--- config.mk ---
export PLATFORM = sky130hd
export DESIGN_NAME = svn_seg_scan_flat
export DESIGN_NICKNAME = d
export VERILOG_FILES = /design/src/rtl/svn_seg_scan_if.sv /design/src/rtl/svn_seg_scan.sv /design/src/flat_wrapper.sv
export SDC_FILE = /design/constraint.sdc
export NUM_CORES = 1
export LEC_CHECK = 0
export BUFFER_PORTS_ARGS = -buffer_cell sky130_fd_sc_hd__buf_2
export CORE_UTILIZATION = 41
export DETAILED_ROUTE_END_ITERATION = 8
export PLACE_DENSITY = 0.61
export SKIP_LAST_GASP = 1
export SYNTH_ARGS = -nofsm -noshare
export SYNTH_HDL_FRONTEND = slang
export SYNTH_SLANG_ARGS = --single-unit
--- constraint.sdc ---
create_clock -name clk -period 2.9 [get_ports clk]
set_input_delay 0.58 -clock clk [delete_from_list [all_inputs] [get_ports clk]]
set_output_delay 0.58 -clock clk [all_outputs]
set_load 0.005 [all_outputs]
--- src/rtl/svn_seg_scan_if.sv ---
`default_nettype none
// ============================================================================
// Module   : svn_seg_scan_if
// Brief    : Load/convert handshake and display options for svn_seg_scan.
// Revision : 1.0
// ============================================================================
interface svn_seg_scan_if;
    logic       load;
    logic [5:0] val_hi;
    logic [5:0] val_lo;
    logic       blank_lz;
    logic       dp_en;
    logic       busy;
    logic       done;

    modport master (
        output load,
        output val_hi,
        output val_lo,
        output blank_lz,
        output dp_en,
        input  busy,
        input  done
    );

    modport slave (
        input  load,
        input  val_hi,
        input  val_lo,
        input  blank_lz,
        input  dp_en,
        output busy,
        output done
    );
endinterface
`default_nettype wire

--- src/rtl/svn_seg_scan.sv ---
`default_nettype none
// ============================================================================
// Module   : svn_seg_scan
// Brief    : Two 0..63 values to decimal, multiplexed onto a 4-digit display.
// Revision : 1.0
// ============================================================================
module svn_seg_scan #(
    parameter int CLK_DIV = 50000
) (
    input  wire logic         clk,
    input  wire logic         rst_n,
    svn_seg_scan_if.slave     bus,
    output logic [3:0]        an,
    output logic [7:0]        seg
);

    localparam int            c_CNT_W   = (CLK_DIV > 1) ? $clog2(CLK_DIV) : 1;
    localparam logic [c_CNT_W-1:0] c_CNT_MAX = c_CNT_W'(CLK_DIV - 1);

    typedef enum logic [1:0] {
        S_IDLE    = 2'd0,
        S_CONV_HI = 2'd1,
        S_CONV_LO = 2'd2,
        S_COMMIT  = 2'd3
    } state_t;

    state_t       r_state;
    state_t       w_state_nxt;
    logic         w_busy;
    logic         w_done;

    logic [5:0]   r_rem_hi;
    logic [5:0]   r_rem_lo;
    logic [3:0]   r_tens_hi;
    logic [3:0]   r_ones_hi;
    logic [3:0]   r_tens_lo;
    logic [3:0]   r_ones_lo;

    logic [3:0]   r_disp_tens_hi;
    logic [3:0]   r_disp_ones_hi;
    logic [3:0]   r_disp_tens_lo;
    logic [3:0]   r_disp_ones_lo;

    logic [c_CNT_W-1:0] r_cnt;
    logic [1:0]   r_idx;
    logic         w_tick;

    logic [3:0]   w_digit;
    logic [3:0]   w_an_nxt;
    logic [7:0]   w_seg_nxt;

    // Active-low g..a pattern; out-of-range codes render dark.
    function automatic logic [6:0] f_enc(input logic [3:0] d);
        logic [6:0] s;
        case (d)
            4'd0:    s = 7'h40;
            4'd1:    s = 7'h79;
            4'd2:    s = 7'h24;
            4'd3:    s = 7'h30;
            4'd4:    s = 7'h19;
            4'd5:    s = 7'h12;
            4'd6:    s = 7'h02;
            4'd7:    s = 7'h78;
            4'd8:    s = 7'h00;
            4'd9:    s = 7'h10;
            default: s = 7'h7F;
        endcase
        return s;
    endfunction

    always_ff @(posedge clk or negedge rst_n) begin
        if (!rst_n) begin
            r_state <= S_IDLE;
        end else begin
            r_state <= w_state_nxt;
        end
    end

    always_comb begin
        w_state_nxt = r_state;
        w_busy      = (r_state != S_IDLE);
        w_done      = (r_state == S_COMMIT);
        case (r_state)
            S_IDLE:    if (bus.load) w_state_nxt = S_CONV_HI;
            S_CONV_HI: if (r_rem_hi < 6'd10) w_state_nxt = S_CONV_LO;
            S_CONV_LO: if (r_rem_lo < 6'd10) w_state_nxt = S_COMMIT;
            S_COMMIT:  w_state_nxt = S_IDLE;
            default:   w_state_nxt = S_IDLE;
        endcase
    end

    assign bus.busy = w_busy;
    assign bus.done = w_done;

    // Repeated subtraction: one cycle per tens step plus one to latch the ones.
    always_ff @(posedge clk or negedge rst_n) begin
        if (!rst_n) begin
            r_rem_hi       <= '0;
            r_rem_lo       <= '0;
            r_tens_hi      <= '0;
            r_ones_hi      <= '0;
            r_tens_lo      <= '0;
            r_ones_lo      <= '0;
            r_disp_tens_hi <= '0;
            r_disp_ones_hi <= '0;
            r_disp_tens_lo <= '0;
            r_disp_ones_lo <= '0;
        end else begin
            case (r_state)
                S_IDLE: begin
                    if (bus.load) begin
                        r_rem_hi  <= bus.val_hi;
                        r_rem_lo  <= bus.val_lo;
                        r_tens_hi <= '0;
                        r_tens_lo <= '0;
                    end
                end
                S_CONV_HI: begin
                    if (r_rem_hi >= 6'd10) begin
                        r_rem_hi  <= r_rem_hi - 6'd10;
                        r_tens_hi <= r_tens_hi + 4'd1;
                    end else begin
                        r_ones_hi <= r_rem_hi[3:0];
                    end
                end
                S_CONV_LO: begin
                    if (r_rem_lo >= 6'd10) begin
                        r_rem_lo  <= r_rem_lo - 6'd10;
                        r_tens_lo <= r_tens_lo + 4'd1;
                    end else begin
                        r_ones_lo <= r_rem_lo[3:0];
                    end
                end
                S_COMMIT: begin
                    r_disp_tens_hi <= r_tens_hi;
                    r_disp_ones_hi <= r_ones_hi;
                    r_disp_tens_lo <= r_tens_lo;
                    r_disp_ones_lo <= r_ones_lo;
                end
                default: ;
            endcase
        end
    end

    assign w_tick = (r_cnt == c_CNT_MAX);

    always_ff @(posedge clk or negedge rst_n) begin
        if (!rst_n) begin
            r_cnt <= '0;
            r_idx <= 2'd0;
        end else begin
            if (w_tick) begin
                r_cnt <= '0;
                r_idx <= r_idx + 2'd1;
            end else begin
                r_cnt <= r_cnt + 1'b1;
            end
        end
    end

    always_comb begin
        w_digit = 4'd0;
        case (r_idx)
            2'd0: w_digit = r_disp_ones_lo;
            2'd1: w_digit = r_disp_tens_lo;
            2'd2: w_digit = r_disp_ones_hi;
            2'd3: w_digit = r_disp_tens_hi;
            default: w_digit = 4'd0;
        endcase

        w_an_nxt  = ~(4'b0001 << r_idx);
        w_seg_nxt = {1'b1, f_enc(w_digit)};
        // Odd indices are the tens positions; a leading zero may go dark.
        if (r_idx[0] && (w_digit == 4'd0) && bus.blank_lz) begin
            w_seg_nxt = 8'hFF;
        end
        if ((r_idx == 2'd2) && bus.dp_en) begin
            w_seg_nxt[7] = 1'b0;
        end
    end

    always_ff @(posedge clk or negedge rst_n) begin
        if (!rst_n) begin
            an  <= 4'b1111;
            seg <= 8'hFF;
        end else begin
            an  <= w_an_nxt;
            seg <= w_seg_nxt;
        end
    end

endmodule
`default_nettype wire

--- src/flat_wrapper.sv ---
// flat-port wrapper written by rule: the top's interface ports become plain ports
module svn_seg_scan_flat 
#(
    parameter int CLK_DIV = 50000
)
  (clk, rst_n, an, seg, bus_load, bus_val_hi, bus_val_lo, bus_blank_lz, bus_dp_en, bus_busy, bus_done);
  svn_seg_scan_if bus_i ();
  input  wire logic clk;
  input  wire logic rst_n;
  output logic [3:0] an;
  output logic [7:0] seg;
  input wire logic [$bits(bus_i.load)-1:0] bus_load;
  input wire logic [$bits(bus_i.val_hi)-1:0] bus_val_hi;
  input wire logic [$bits(bus_i.val_lo)-1:0] bus_val_lo;
  input wire logic [$bits(bus_i.blank_lz)-1:0] bus_blank_lz;
  input wire logic [$bits(bus_i.dp_en)-1:0] bus_dp_en;
  output wire logic [$bits(bus_i.busy)-1:0] bus_busy;
  output wire logic [$bits(bus_i.done)-1:0] bus_done;
  assign bus_i.load = bus_load;
  assign bus_i.val_hi = bus_val_hi;
  assign bus_i.val_lo = bus_val_lo;
  assign bus_i.blank_lz = bus_blank_lz;
  assign bus_i.dp_en = bus_dp_en;
  assign bus_busy = bus_i.busy;
  assign bus_done = bus_i.done;
  svn_seg_scan #(.CLK_DIV(CLK_DIV)) u_core (.clk(clk), .rst_n(rst_n), .bus(bus_i), .an(an), .seg(seg));
endmodule
==> flow_metrics.py <==
metrics = {
    "run_status": {
        "status": "finished, final reports clean",
    },
    "logic_synthesis": {
        "syn_inst": 359,
        "synth-edff-count": 0,
        "synth.area.top_cells": "dfrtp_1, dfstp_2, mux2_2, ha_1, mux2i_1",
        "synth_cell_types": 52,
        "synth_area_sq_um": 3890,
        "yosys_warnings": 0,
        "synth-seq-cells": 76,
        "synth.yosys.seq_area_share": 0.493,
        "syn_avg_cell_area_sq_um": 10.8,
        "async_reset_ff_frac": 1.00,
        "yosys.area.top_type": "dfrtp_1",
        "netlist.area_leader.share": 0.412,
        "yosys_most_used_dff": "dfrtp_1",
        "synth_fp_nets": 396,
    },
    "worst_hold_path": {
        "hp-class": "in2reg",
    },
    "floorplanning": {
        "core-area_sq_um": 9200,
        "num_io_pins": 31,
        "dieWidth_um": 99.4,
        "die_area_sq_um": 9880,
        "dieHeight_um": 99.4,
        "rows": 35,
        "initial_core_util": 0.423,
    },
    "placement": {
        "dp.final_hpwl_um": 4920,
        "port_buffers": 30,
        "gp_congestion": 0.848,
    },
    "clocking": {
        "hold_buffers": 0,
        "cts_root_buf": "clkbuf_8",
        "cts_buffer_depth": 2,
        "clock_sinks": 76,
        "cts_buffers": 9,
        "cts_resized": 0,
        "cts-htree-levels": 3,
        "post-cts-setup-buffers": 0,
        "clk_pin_slew_worst_paths_ns": 0.08,
        "clock_latency_ns": 0.35,
        "tritoncts": "built",
    },
    "global_route": {
        "grt_pass1_wl_um": 12300,
        "met2_usage": 0.233,
        "busiest_layer": "met2",
        "grt_max_degree": 77,
        "antenna_found_initial": 0,
        "grt_util_all_layers": 0.158,
        "overflow": 0,
        "grtUsageMet3": 0.0372,
        "grt_pass1_vias": 2565,
        "grtUsageMet1": 0.225,
    },
    "power_and_ir_drop": {
        "vdd_ir_drop_max_v": 0.000673,
        "p_per_area_nw_per_um2": 926,
        "leakage_nw": 2.01,
    },
    "critical_path": {
        "ff2ff_setup_slack_ns": 0.42,
        "startpoint_type": "register",
        "max_stage_delay_ns": 0.43,
        "cpMaxStageDelayCell": "dfrtp_1",
        "required_ns": 3.16,
        "endpoint_kind": "register",
        "worstPathArrival_ns": 2.74,
        "crit_family": "compound AO/OA/AOI/OAI gates",
        "critPathBufInv": 2,
        "crit_fanout": 7,
        "path_class": "reg2reg",
        "crit_chain": "inv_1 > ha_1 > a222oi_1 > mux2i_1 > inv_1 > ha_1 > nand3_1 > and4_1 > a211oi_1",
    },
    "timing": {
        "rsz0062_at_grt": "no",
        "slew_violations": 0,
        "hold_slack_ns": 0.367,
        "finClkSkew_ns": 0.0161,
        "post-route-min-period_ns": 2.48,
        "slew_headroom": 0.369,
        "fmax_ghz": 0.403,
        "finalCritPeriodShare": 0.855,
        "tightest_slew_ns": 0.947,
        "setup-violations-final": 0,
        "setup_tns_ns": 0,
        "hold_violations": 0,
    },
    "routing": {
        "routedWlPerCell_um": 14.1,
        "num_vias": 2716,
        "post-route-drc-count": 0,
        "postRouteAntennaNets": 0,
        "dr.pass1.iters": 4,
        "drt-initial-drc-count": 129,
        "finalWirelength_um": 7200,
        "vias_per_cell": 5.34,
    },
    "finish": {
        "drive_above_1_share": 0.236,
        "n_antenna_cell": 0,
        "areaGrowthSynthToFinish_pct": 12.4,
        "nNetsFinal": 430,
        "layout_common_cells": "dfrtp_1, buf_2, mux2_2",
        "final_common_cell": "dfrtp_1",
    },
    "run": {
        "maxCapViolCount": 0,
    },
}
## path summary, 6_finish.rpt
kind / startpoint / end / depth (start not counted)
max: u_core.r_idx[0] / u_core.seg[5] / 9
min: bus_dp_en / u_core.seg[7] / 2
max reg2reg: u_core.r_idx[0] / u_core.seg[5] / 9
min reg2reg: u_core.r_cnt[0] / u_core.r_cnt[0] / 1
max in group asynchronous: rst_n / u_core.r_ones_lo[0] / 1
min in group asynchronous: rst_n / u_core.r_disp_tens_hi[1] / 1
## cells by family after synthesis
logic type      share of synthesized area
compound gates                      0.125
xor+xnor                           0.0248
fa+ha+maj                          0.0643
buf+inv                            0.0412
flops                               0.493
mux                                 0.117
simple gates                        0.135
## registers in the layout, summed over array words and instances (netlist names), 4 cells and up
name,flops
u_core.an,4
u_core.r_cnt,16
u_core.r_disp_ones_hi,4
u_core.r_disp_ones_lo,4
u_core.r_disp_tens_hi,4
u_core.r_disp_tens_lo,4
u_core.r_ones_hi,4
u_core.r_ones_lo,4
u_core.r_rem_hi,6
u_core.r_rem_lo,6
u_core.r_tens_hi,4
u_core.r_tens_lo,4
u_core.seg,8
## report_power, final
part	leakage, nW	switching [mW]	internal [mW]
Sequential	0.948	0.219	1.40
Clock	0.0955	0.418	0.427
Combinational	0.971	0.866	0.721
## per-layer routing
metal,up-vias,wire (um)
met3,8,267
met2,48,3180
met4,0,87
li1,1353,-
met5,-,0
met1,1307,3670
## layout make-up
cell class,instances,area (sq um)
Fill cell,838,4820
Inverter,26,97.6
Multi-Input combinational cell,244,1810
Timing Repair Buffer,36,198
Clock inverter,6,70.1
Sequential cell,76,1920
Tap cell,111,139
Clock buffer,10,138
## stage by stage
step	cells	total power, mW	util	setup slack [ns]	area (sq um)
final	509	4.05	0.475	0.422	4370
after global routing	509	4.38	0.475	0.187	4370
after CTS	509	4.09	0.475	0.452	4370
after detailed placement	493	3.23	0.453	0.464	4160
after global placement	493	3.18	0.453	0.595	4160
after floorplan	359	2.80	-	0.747	3890
## synth_stat cells (4+ instances only)
library cell	n
a21oi_1	13
a22o_1	5
o21ai_0	19
nor3_1	6
dfstp_2	12
inv_1	25
nand2_1	24
nand3_1	10
nor2_1	26
dfrtp_1	64
a222oi_1	4
nand4_1	4
nor2b_1	5
mux2i_1	14
buf_2	5
o21ai_1	4
xor2_1	8
ha_1	20
mux2_2	27
and4_1	5
clkbuf_1	6
Power figures use the tool's default switching activity.
